<file path="config.mk">
export PLATFORM = sky130hd
export DESIGN_NAME = serial_subtractor
export DESIGN_NICKNAME = d
export VERILOG_FILES = /design/src/rtl/serial_subtractor.sv
export SDC_FILE = /design/constraint.sdc
export NUM_CORES = 1
export LEC_CHECK = 0
export BUFFER_PORTS_ARGS = -buffer_cell sky130_fd_sc_hd__buf_4
export CAP_MARGIN = 25
export CORE_ASPECT_RATIO = 0.5
export CORE_UTILIZATION = 45
export CTS_BUF_LIST = sky130_fd_sc_hd__clkbuf_16
export CTS_CLUSTER_SIZE = 24
export DETAILED_ROUTE_END_ITERATION = 16
export HOLD_SLACK_MARGIN = 0.06
export PLACE_DENSITY = 0.69
export SLEW_MARGIN = 10
export SYNTH_ARGS = -nofsm -noshare
export SYNTH_HDL_FRONTEND = slang
export SYNTH_SLANG_ARGS = --single-unit
</file>
<file path="constraint.sdc">
create_clock -name clk -period 2.9 [get_ports clk]
set_clock_uncertainty 0.05 [all_clocks]
set_input_delay 0.29 -clock clk [delete_from_list [all_inputs] [get_ports clk]]
set_output_delay 0.29 -clock clk [all_outputs]
set_load 0.02 [all_outputs]
</file>
<file path="src/rtl/serial_subtractor.sv">
// Chunk-serial subtractor: d = a - b - b_in over W bits, K bits per clock,
// with a registered borrow chain and a start/busy/done handshake.
module serial_subtractor #(
  parameter int W = 16,
  parameter int K = 4
) (
  input  logic         clk,
  input  logic         reset,
  input  logic         start,
  input  logic [W-1:0] a,
  input  logic [W-1:0] b,
  input  logic         b_in,
  output logic         busy,
  output logic         done,
  output logic [W-1:0] d,
  output logic         b_out,
  output logic         overflow,
  output logic         zero
);

  localparam int N  = W / K;
  localparam int IW = (N > 1) ? $clog2(N) : 1;

  typedef enum logic {IDLE, RUN} state_t;

  state_t        state_q;
  logic [W-1:0]  a_q;
  logic [W-1:0]  b_q;
  logic [W-1:0]  acc_q;
  logic          borrow_q;
  logic [IW-1:0] idx_q;

  logic [K-1:0]  aChunk;
  logic [K-1:0]  bChunk;
  logic [K:0]    sliceDiff;
  logic [W-1:0]  acc_d;
  logic          borrow_d;
  logic          lastChunk;

  // One narrow subtract slice; the extra top bit of the difference is the borrow out.
  always_comb begin
    aChunk    = a_q[int'(idx_q) * K +: K];
    bChunk    = b_q[int'(idx_q) * K +: K];
    sliceDiff = {1'b0, aChunk} - {1'b0, bChunk} - {{K{1'b0}}, borrow_q};
    borrow_d  = sliceDiff[K];
    acc_d     = acc_q;
    acc_d[int'(idx_q) * K +: K] = sliceDiff[K-1:0];
    lastChunk = (idx_q == IW'(N - 1));
  end

  assign busy = (state_q == RUN);

  always_ff @(posedge clk) begin
    if (reset) begin
      state_q  <= IDLE;
      a_q      <= '0;
      b_q      <= '0;
      acc_q    <= '0;
      borrow_q <= 1'b0;
      idx_q    <= '0;
      done     <= 1'b0;
      d        <= '0;
      b_out    <= 1'b0;
      overflow <= 1'b0;
      zero     <= 1'b0;
    end else begin
      done <= 1'b0;
      case (state_q)
        IDLE: begin
          if (start) begin
            a_q      <= a;
            b_q      <= b;
            borrow_q <= b_in;
            idx_q    <= '0;
            acc_q    <= '0;
            state_q  <= RUN;
          end
        end
        RUN: begin
          acc_q    <= acc_d;
          borrow_q <= borrow_d;
          idx_q    <= idx_q + 1'b1;
          // Result registers move only here, so they hold between completions.
          if (lastChunk) begin
            d        <= acc_d;
            b_out    <= borrow_d;
            zero     <= (acc_d == '0);
            overflow <= (a_q[W-1] != b_q[W-1]) && (acc_d[W-1] != a_q[W-1]);
            done     <= 1'b1;
            state_q  <= IDLE;
          end
        end
        default: state_q <= IDLE;
      endcase
    end
  end

endmodule

</file>
Word level (Yosys, flattened, before mapping)
Index checks and enable logic that the tools add are counted.
- add/sub/neg operators: 4
- eq/ne operators: 4
- shift-type cells: 4
- multiplexer cells: 11
- bitwise logic cells: 1
- reduce and logical (&&, ||, !) cells: 5
- operator list (operator ; number):
    $neg A4 Y33 ; 1
    $shift A4 B33 Y16 const A ; 1
    $shiftx A4 B33 Y16 ; 1
    $pmux W16 S2 ; 1
    $shiftx A16 B5 Y4 ; 2
    $bwmux W16 ; 1
    $logic_not A16 Y1 ; 1
    $mux W16 ; 1
    $sub A4 B4 Y5 ; 1
    $sub A5 B1 Y5 ; 1
    $mux W1 ; 4
    $pmux W1 S2 ; 2
    $pmux W2 S2 ; 1
    $reduce_and A2 Y1 ; 2
    $add A2 B1 Y2 const B ; 1
    $eq A2 B2 Y1 const B ; 1
    $mux W2 ; 1
    $ne A1 B1 Y1 ; 2
    $ne A2 B2 Y1 const B ; 1
    $reduce_or A2 Y1 ; 1
    $logic_and A1 B1 Y1 ; 1
    $not A1 Y1 ; 1
- flip-flop bits (word level): 72
- input port bits: 36
- output and inout port bits: 21

Longest topological paths before layout
- word-level depth: 7
- mapped depth: 13
- mapped depth without buffers: 11

Worst setup path after synthesis
OpenSTA, ideal clock, no wires.
- path kind: register to register
- start: register idx_q[0]
- end: register zero
- arrival time: 2.997 ns
- path slack: -0.243 ns
- cell stages (with the launch flop): 14
- buffers on the path: 2
- period minus slack after synthesis: 3.143 ns
- cell sequence: dfxtp_1 -> buf_6 -> buf_2 -> mux4_2 -> inv_1 -> fa_1 -> inv_1 -> fa_1 -> xnor2_1 -> a41oi_1 -> nand4_1 -> nor3_1 -> nand3_1 -> o41ai_2
- word-level cells in the longest chain between the ends: 6
- ends and longest elaborated chain (what ; RTL line ; text):
    start: declaration ; 31 ; logic [IW-1:0] idx_q;
    start signal: assignment ; 82 ; idx_q <= idx_q + 1'b1;
    $shiftx A16 B5 Y4, on equally long branches ; 42, 43 ;
    $sub A4 B4 Y5 ; 44 ; sliceDiff = {1'b0, aChunk} - {1'b0, bChunk} - {{K{1'b0}}, borrow_q};
    $sub A5 B1 Y5 ; 44 ;
    $shiftx A4 B33 Y16 ; 47 ; acc_d[int'(idx_q) * K +: K] = sliceDiff[K-1:0];
    $bwmux W16 ; 47 ;
    $logic_not A16 Y1 ; 87 ; zero <= (acc_d == '0);
    end signal: assignment ; 87 ;
    end: declaration ; 18 ; output logic zero
Parallel ways exist; a longest one is shown, timed or not.
A chain may end at the register's enable or synchronous reset.

Worst setup path after layout
Ends and elaborated chain as after synthesis.

==> run summary <==
The critical path is of the reg2reg type. The number of cells on the worst reg-to-reg path is 11. The number of H-tree levels is 3. The synthesized design spends more area on one cell type than any other, namely dfxtp_1. The worst setup path is launched from a register. For this run, design rule violations remaining after detail routing come to 0.

For the total count of hold-check failures in the final report, the log shows 0. The run gives 7490 µm as the final routed wirelength across all metal layers. The portion of the clock cycle consumed by the worst path in the final layout is 96.3%, and the floorplan row count is 21.

Detailed placement ended at an HPWL of 5090 µm. The worst register-to-register path ends at zero. Counting every instance in the synthesized netlist gives 396. The die is 123 µm wide.

The number of distinct library cells after synthesis is 40, and the final number of setup-violating endpoints is 0. Dividing the synthesized area by the synthesized cell count gives 8.38 µm². The startpoint identified for the worst hold timing path is a[5]. Once placement completed, the tool counted placed cells totaling 533. The synthesis-to-layout area growth was 28.6%; the global routing usage summed across all routing layers was 21.0%. In this run the static leakage power is 1.79 nW.

The sequential cells in the finished layout cover a total of 1450 µm². The tools report the initial cell density of the core as 48.0%. In the post-route analysis, the smallest setup slack over all paths is 0.106 ns. The category of the worst setup path capture point was a register. The final worst hold slack is 0.149 ns.

In the final timing run, aggregate negative setup slack is 0 ns. After detailed routing, the average wire length per cell comes to 13.6 µm. For this run, the number of standard cells in the final layout without fillers is 550. The tools report the root buffer cell as clkbuf_16.

The net count of the finished layout is 501. The critical path starts at idx_q[0]. The cts-stage hold buffer count is 0. The maximum vdd ir drop is 0.302 mV. At the end of routability-driven placement, the weighted congestion stood at 0.874. Cells with a size suffix above 1 make up 26.0% of the layout.

Summing all multi-input logic gate instances after layout gives 1730 µm². The async set-or-reset flop fraction in the synthesized netlist was 0%; the total via count after detailed routing was 2,839. For the pin count of the biggest net entering global routing, the log shows 55. The top-level I/O count came out at 57. In the post-synthesis netlist, the cell with the most instances is nand2_1. For the number of slew-limit violations in the final report, the log shows 0.

The floorplan step defined a die boundary enclosing 7740 µm². The power per cell area works out to 617 nW/µm². In this run, the number of DRC markers left after iteration 0 of detailed routing was 140. Power comes to 2.63 mW.

Yosys mapped a number of flops with a built-in enable equal to 0. Measured against its own limit, the worst slew margin works out to 52.1%. The vertical die dimension is 62.7 µm, and the total number of clock tree sinks is 72. The startpoint identified for the worst register-to-register timing path is idx_q[0]. The run finished with clean final reports. The repair_antennas step left the layout with diodes totalling 0. TritonCTS built the clock tree.

Max-cap violations in this run came to 0. The total of buffers placed on input and output ports came out at 56. Number of cells on the worst hold path: 3.

The tools report the data arrival time of the worst path as 2.99 ns. The worst path in the final design needs a cycle of 2.79 ns, including I/O delays and setup. Before CTS, the worst setup slack after placement is 0.0680 ns. The latest clock arrival within the worst-skew pair is 0.34 ns. No sink is reached through more buffers than the 2 on the longest clock path. Setup repair after global routing could not meet its margin everywhere. The logs give 43.5% for the share of the yosys chip area belonging to registers and 12,300 µm for the first-pass GRT wire length. The length of the first detailed-routing pass in iterations is 4. The tools report the via count of the first global-routing pass as 2,591.

Data required time at the worst endpoint: 3.09 ns. The initial antenna violation count was 0. The type of the tightest min-delay check is in2reg. The logs give 61.7% for the utilization after layout and 0.11 ns for the reg2reg setup slack. The per-cell via count in the routed design was 5.16. The netlist area before placement was 3320 µm²; the final instance area was 4270 µm².

After filler insertion, the fill cell instance count of the layout stands at 623. After synthesis the netlist holds a flip-flop and latch count of 72. By count the netlist is led by nand2_1, dfxtp_1, a21oi_1. Of all nets on the critical path, the largest fanout is 4. CTS clock-pin slew for the worst setup and hold paths: 0.05 ns. Synthesis produced a netlist with a net count of 444. Based on the critical path, the design can be clocked at up to 358 MHz. The placeable core region is 6910 µm², and the number of warning messages in the yosys log is 0. The tools report the number of buffers inserted during clock tree synthesis as 9. Of the post-synthesis cell area, the dominant cell type holds 43.5%.

The slew at the pin closest to its max-slew limit came out at 0.709 ns. After global routing the overflow that remains totals 0. The placed standard-cell area is 3880 µm², and the residual antenna-violating net count after detailed routing is 0. The worst hold path terminates at a_q[5]. In the post-synthesis netlist, the biggest area contributors are dfxtp_1, nand2_1, a21oi_1, mux4_2, ha_1. In the synthesized netlist the dominant register cell turns out to be dfxtp_1.
==> kinds of logic after synthesis <==
kind of cell / after synthesis / synth area share (%)
XOR/XNOR: 4 / 1.28
multiplexers: 11 / 6.07
AND/OR/NAND/NOR: 155 / 21.5
adder cells (fa/ha/maj): 12 / 4.98
buffers and inverters: 52 / 6.22
flip-flops: 72 / 43.5
AO/OA/AOI/OAI: 90 / 16.5
==> worst max path at each step <==
stage / to / slack, ns / cells past startpoint
floorplan: zero / 0.002 / 13
global placement: zero / 0.13 / 11
detailed placement: zero / 0.07 / 11
CTS: zero / 0.05 / 11
global route: zero / -0.05 / 11
finish: zero / 0.11 / 11
==> state kept, by name, summed over array words and instances, names as in the netlist <==
name,count
d,16
a_q,16
b_q,16
acc_q,16
done,1
b_out,1
overflow,1
borrow_q,1
zero,1
busy,1
idx_q,2
==> placed cells by master, fill, tap and decap left out, types with 3 or more instances in the layout <==
master,instances
nand2_1,84
buf_4,71
dfxtp_1,70
a21oi_1,52
inv_1,24
nor2_1,19
nor2b_1,17
o21ai_0,12
nor3b_1,10
ha_1,10
clkbuf_16,9
nor3_1,8
mux4_2,7
nand3_1,6
a22o_1,6
clkinv_2,4
mux2i_1,3
nand2b_1,3
a31oi_1,3
o22ai_2,3
bufinv_16,3
==> worst max-delay path, cell delays in order, from the launching register on <==
cell	delay, ns
dfxtp_4	0.37
mux4_2	0.50
inv_2	0.07
fa_2	0.21
inv_2	0.04
fa_2	0.38
xnor2_2	0.20
a31oi_2	0.26
nand3_1	0.13
nor3_2	0.19
nand3_1	0.11
o41ai_2	0.19
==> area by class of cell <==
type	instances	area share, %
Inverter	27	2.38
Clock buffer	9	5.28
Multi-Input combinational cell	272	40.7
Tap cell	92	2.70
Sequential cell	72	33.9
Timing Repair Buffer	71	12.5
Clock inverter	7	2.58
==> metal layers <==
| metal | up-vias | wire length, µm | global-route usage [%] |
|---|---|---|---|
| li1 | 1449 | - | - |
| met1 | 1316 | 3810 | 29.0 |
| met2 | 63 | 3170 | 30.6 |
| met3 | 11 | 387 | 5.84 |
| met4 | 0 | 114 | 8.58 |
| met5 | - | 0 | 0 |
==> report_power, final <==
part / total [mW] / internal, mW / switching, mW
clock: 1.24 / 0.832 / 0.406
combinational: 0.351 / 0.149 / 0.201
sequential: 1.04 / 1.02 / 0.0184
==> what timing repair did <==
item | 4_1_cts | 5_1_grt
endpoints found under the setup margin | 0 | 7
resized for setup | 0 | 11
setup buffers | 0 | 1
Note: power is estimated with default switching activity, not from simulation.
